**src/rtl/hazard_ctrl.sv**
```systemverilog
// Hazard controller: EX operand forwarding, load-use/branch/MDU stall and flush sequencing.
// Zero-latency comb selects/stalls; state, busy counter and sticky mdu_err update on clk.
// Optional perf counters under HAZARD_PERF_EN (ports tied to 0 when undefined).

package hazard_pkg;
   typedef enum logic [1:0] {
      FORWARD_NONE     = 2'b00,
      FORWARD_FROM_WB  = 2'b01,
      FORWARD_FROM_MEM = 2'b10
   } forwardCtrl_e;
endpackage

module hazard_ctrl
   import hazard_pkg::*;
#(
   parameter int MDU_TIMEOUT = 64
) (
   input  logic         clk,
   input  logic         rst_n,
   input  logic [4:0]   rs1_id,
   input  logic [4:0]   rs2_id,
   input  logic [4:0]   rs1_ex,
   input  logic [4:0]   rs2_ex,
   input  logic [4:0]   rd_ex,
   input  logic [4:0]   rd_mem,
   input  logic [4:0]   rd_wb,
   input  logic         reg_write_mem,
   input  logic         reg_write_wb,
   input  logic         mem_read_ex,
   input  logic         mdu_start_ex,
   input  logic         mdu_done,
   input  logic         branch_taken_ex,
   output forwardCtrl_e forward_a_sel,
   output forwardCtrl_e forward_b_sel,
   output logic         stall_if,
   output logic         stall_id,
   output logic         stall_ex,
   output logic         flush_id,
   output logic         flush_ex,
   output logic         flush_mem,
   output logic         mdu_err,
   output logic [31:0]  stall_cycles,
   output logic [31:0]  flush_count
);

   localparam int CNT_W = ($clog2(MDU_TIMEOUT) > 16) ? $clog2(MDU_TIMEOUT) : 16;

   typedef enum logic {RUN, MDU_BUSY} state_e;

   state_e             state;
   logic [CNT_W-1:0]   cnt;
   logic               load_use;
   logic               timeout;

   function automatic forwardCtrl_e fwd_sel(input logic [4:0] src);
      fwd_sel = FORWARD_NONE;
      if (reg_write_mem && rd_mem != 5'd0 && rd_mem == src)
         fwd_sel = FORWARD_FROM_MEM;
      else if (reg_write_wb && rd_wb != 5'd0 && rd_wb == src)
         fwd_sel = FORWARD_FROM_WB;
   endfunction

   assign load_use = mem_read_ex && (rd_ex != 5'd0) && (rd_ex == rs1_id || rd_ex == rs2_id);
   assign timeout  = (cnt == CNT_W'(MDU_TIMEOUT - 1));

   always_comb begin
      forward_a_sel = FORWARD_NONE;
      forward_b_sel = FORWARD_NONE;
      if (rst_n) begin
         forward_a_sel = fwd_sel(rs1_ex);
         forward_b_sel = fwd_sel(rs2_ex);
      end
   end

   // Reset forces every enable low, independent of the pipeline inputs.
   always_comb begin
      stall_if  = 1'b0;
      stall_id  = 1'b0;
      stall_ex  = 1'b0;
      flush_id  = 1'b0;
      flush_ex  = 1'b0;
      flush_mem = 1'b0;
      if (rst_n) begin
         case (state)
            RUN: begin
               if (mdu_start_ex && !mdu_done) begin
                  stall_if  = 1'b1;
                  stall_id  = 1'b1;
                  stall_ex  = 1'b1;
                  flush_mem = 1'b1;
               end else if (branch_taken_ex) begin
                  flush_id = 1'b1;
                  flush_ex = 1'b1;
               end else if (load_use) begin
                  stall_if = 1'b1;
                  stall_id = 1'b1;
                  flush_ex = 1'b1;
               end
            end
            MDU_BUSY: begin
               if (!mdu_done && !timeout) begin
                  stall_if  = 1'b1;
                  stall_id  = 1'b1;
                  stall_ex  = 1'b1;
                  flush_mem = 1'b1;
               end
            end
            default: ;
         endcase
      end
   end

   always_ff @(posedge clk or negedge rst_n) begin
      if (!rst_n) begin
         state   <= RUN;
         cnt     <= '0;
         mdu_err <= 1'b0;
      end else begin
         case (state)
            RUN: begin
               if (mdu_start_ex && !mdu_done) begin
                  state <= MDU_BUSY;
                  cnt   <= '0;
               end
            end
            MDU_BUSY: begin
               // mdu_done takes precedence over a coincident timeout.
               if (mdu_done) begin
                  state <= RUN;
               end else if (timeout) begin
                  state   <= RUN;
                  mdu_err <= 1'b1;
               end else begin
                  cnt <= cnt + CNT_W'(1);
               end
            end
            default: state <= RUN;
         endcase
      end
   end

`ifdef HAZARD_PERF_EN
   always_ff @(posedge clk or negedge rst_n) begin
      if (!rst_n) begin
         stall_cycles <= '0;
         flush_count  <= '0;
      end else begin
         if (stall_if)
            stall_cycles <= stall_cycles + 32'd1;
         if (flush_id || flush_ex)
            flush_count <= flush_count + 32'd1;
      end
   end
`else
   assign stall_cycles = '0;
   assign flush_count  = '0;
`endif

endmodule

```
**config.mk**
```make
export PLATFORM = sky130hd
export DESIGN_NAME = hazard_ctrl
export DESIGN_NICKNAME = d
export VERILOG_FILES = /design/src/rtl/hazard_ctrl.sv
export SDC_FILE = /design/constraint.sdc
export NUM_CORES = 1
export LEC_CHECK = 0
export BUFFER_PORTS_ARGS = -buffer_cell sky130_fd_sc_hd__buf_2
export CELL_PAD_IN_SITES_DETAIL_PLACEMENT = 0
export CELL_PAD_IN_SITES_GLOBAL_PLACEMENT = 1
export CORE_MARGIN = 5
export CORE_UTILIZATION = 30
export DETAILED_ROUTE_END_ITERATION = 8
export GPL_ROUTABILITY_DRIVEN = 0
export GPL_TIMING_DRIVEN = 0
export HOLD_SLACK_MARGIN = 0.03
export PLACE_DENSITY = 0.83
export SLEW_MARGIN = 40
export SYNTH_ARGS = -nofsm -noshare
export SYNTH_HDL_FRONTEND = slang
export SYNTH_SLANG_ARGS = --single-unit
```
**constraint.sdc**
```tcl
create_clock -name clk -period 3 [get_ports clk]
set_input_delay 0.6 -clock clk [delete_from_list [all_inputs] [get_ports clk]]
set_output_delay 0.6 -clock clk [all_outputs]
set_load 0.02 [all_outputs]
```
==> run_results.csv <==
group,metric,value,unit
synthesis,yosysSeqAreaShare,0.230,
clock_network,tritoncts,"yes",
critical_path,endpoint_kind,"output port",
place,placed_cell_area,2550,um2
floorplanning,ios,118,
global_routing,grt_pass1_vias,1677,
run_status,run_status,"completed",
global_routing,grtUsageTotal,0.106,
sta,setup_ws,0.193,ns
floorplanning,core_area,6350,um2
clock_network,clk_pin_slew,0.07,ns
pwr,peakVddDrop,136,uV
critical_path,slowest_delay,0.46,ns
sta,finClkSkew,0.00367,ns
critical_path,crit_path_start_kind,"flip-flop",
drt,via_per_inst,4.09,
critical_path,cpMaxStageDelayCell,"dfrtp_1",
sta,finalMaxSlewViolations,0,
drt,vias,1761,
clock_network,clock_latency,0.26,ns
drt,ant_nets,0,
global_routing,grt_max_degree,25,
sta,min_period,2.81,ns
synthesis,synth.ff_latch_count,18,
clock_network,cts_sinks,18,
job,maxCapViolCount,0,
clock_network,postCtsSetupBuffers,0,
place,placed_cells_incl_taps,427,
floorplanning,die-height,90.8,um
drt,wl,4520,um
synthesis,netlist_instances,235,
global_routing,grt-ovfl-total,0,
clock_network,clock_path_buffers,2,
sta,tns,0,ns
clock_network,cts-root-buf,"clkbuf_8",
place,dp_slack,0.0819,ns
drt,first_pass_iters,4,
synthesis,yosysWarnings,0,
final_layout,area_delta_synth_final,33.9,%
drt,drt_iter0_markers,49,
global_routing,grt_first_pass_wirelength,7540,um
final_layout,final_common_cell,"buf_4",
place,io_buffers,52,
floorplanning,start_util,0.308,
final_layout,fin_cells,431,
final_layout,fin_area,2620,um2
drt,wire_per_inst,10.5,um
synthesis,avgSynthCellArea,8.33,um2
sta,fmax,356,MHz
pwr,p_per_area,295,nW/um2
final_layout,fill_cells,674,
sta,grt_setup_unrepaired,"no",
clock_network,cts_max_level,1,
final_layout,diodes,0,
pwr,p_leak,0.00143,uW
critical_path,arrival,2.21,ns
critical_path,worst-path-max-fanout,10,
worst_hold_path,hold_class,"primary input to asynchronous set/reset pin",
critical_path,cp.required,2.40,ns
floorplanning,dieArea,8240,um2
critical_path,critPathKind,"flip-flop to output port",
critical_path,path_buf_inv,2,
floorplanning,num_rows,29,
final_layout,fin_nets,399,
critical_path,path_cells,"ha_1 > nand3_2 > nor3_4 > a21oi_1 > o21a_1 > buf_4 > buf_2",
global_routing,antenna_found_initial,0,
synthesis,synth_cell_types,43,
sta,post-route-period-util,0.936,
critical_path,cp_top_family,"simple AND/OR/NAND/NOR gates",
final_layout,drive_above_1_share,0.373,
final_layout,layout_common_cells,"buf_4, conb_1, buf_2, xor2_1, dfrtp_1",
floorplanning,die_x,90.8,um
sta,hold_viol_final,0,
clock_network,hold_buffers,0,
drt,drc,0,
synthesis,netlist_area,1960,um2
sta,setup_viol,0,
place,post-dp-hpwl,3780,um
clock_network,cts_buffers,3,
-- registers in the layout (all words and copies together), names as in the netlist --
| register | cells |
|---|---|
| cnt | 16 |
| mdu_err | 1 |
| state | 1 |
-- through the flow --
step                      utilization  total power (uW)  hold WS, ns
after global placement          0.402               569        0.467
final                           0.413               773        0.304
after CTS                       0.412               775        0.324
after global routing            0.413               820        0.338
after detailed placement        0.402               573        0.464
after floorplan                     -               502        0.304
-- final timing paths --
check	start	end	slack [ns]	cells after the start
max reg2reg	cnt[0]	cnt[0]	0.87	6
min reg2reg	mdu_err	mdu_err	0.48	1
min	rst_n	cnt[1]	0.30	1
max	cnt[0]	stall_if	0.19	7
max in group asynchronous	rst_n	cnt[14]	2.36	1
min in group clk	mdu_err	mdu_err	0.48	1
-- cell usage after synthesis (all sizes together) --
cell / count / area [um2]
buf: 67 / 507
xor2: 22 / 193
dfrtp: 18 / 450
nand2: 12 / 45.0
xnor2: 12 / 105
nor2: 11 / 41.3
nor3: 10 / 50.1
nand3: 9 / 45.0
nor4: 8 / 50.1
clkbuf: 6 / 23.8
a22o: 5 / 45.0
or4: 5 / 41.3
and2: 4 / 25.0
o21ai: 4 / 20.0
or3: 4 / 25.0
a21oi: 3 / 15.0
inv: 3 / 11.3
mux2: 3 / 41.3
o21a: 3 / 22.5
a211o: 2 / 17.5
and3: 2 / 12.5
nand4: 2 / 12.5
nor2b: 2 / 12.5
o211ai: 2 / 15.0
o21bai: 2 / 15.0
o311ai: 2 / 17.5
a21o: 1 / 8.76
a22oi: 1 / 7.51
a32o: 1 / 10.0
conb: 1 / 3.75
ha: 1 / 12.5
nand2b: 1 / 6.26
nor3b: 1 / 7.51
nor4b: 1 / 8.76
o211a: 1 / 10.0
o221ai: 1 / 8.76
o31ai: 1 / 7.51
or2b: 1 / 7.51
-- cell families after synthesis --
family                     count (synthesis)  synth area share
buffers and inverters                     76             0.277
and+or+nand+nor                           73             0.199
xor gates and xnor gates                  34             0.152
AOI/OAI and AO/OA                         29             0.112
DFF                                       18             0.230
muxes                                      3            0.0211
adders and majority gates                  1           0.00639
other                                      1           0.00192
-- repair_timing --
item / 4_1_cts / 5_1_grt
endpoints found under the hold margin: 0 / 0
resized for setup: 2 / 1
endpoints found under the setup margin: 4 / 2
-- per-layer routing --
layer	GRT usage	vias up	share of wire
met5	0	-	0
met4	0.0220	0	0.00044
met3	0.0358	2	0.087
met2	0.194	72	0.52
met1	0.118	770	0.39
li1	-	917	-
-- power by group --
| part | switching [uW] | internal [uW] |
|---|---|---|
| registers | 21.8 | 259 |
| clock network | 83.7 | 117 |
| logic | 162 | 130 |
-- layout make-up --
type / instances / area (um2) / share of cell area
multi-input combinational: 204 / 1220 / 0.465
buffer: 73 / 531 / 0.202
sequential: 18 / 450 / 0.172
timing repair buffer: 52 / 260 / 0.0992
tap: 77 / 96.3 / 0.0367
clock buffer: 4 / 55.1 / 0.0210
inverter: 3 / 11.3 / 0.00429
Note: power is estimated with default switching activity, not from simulation.
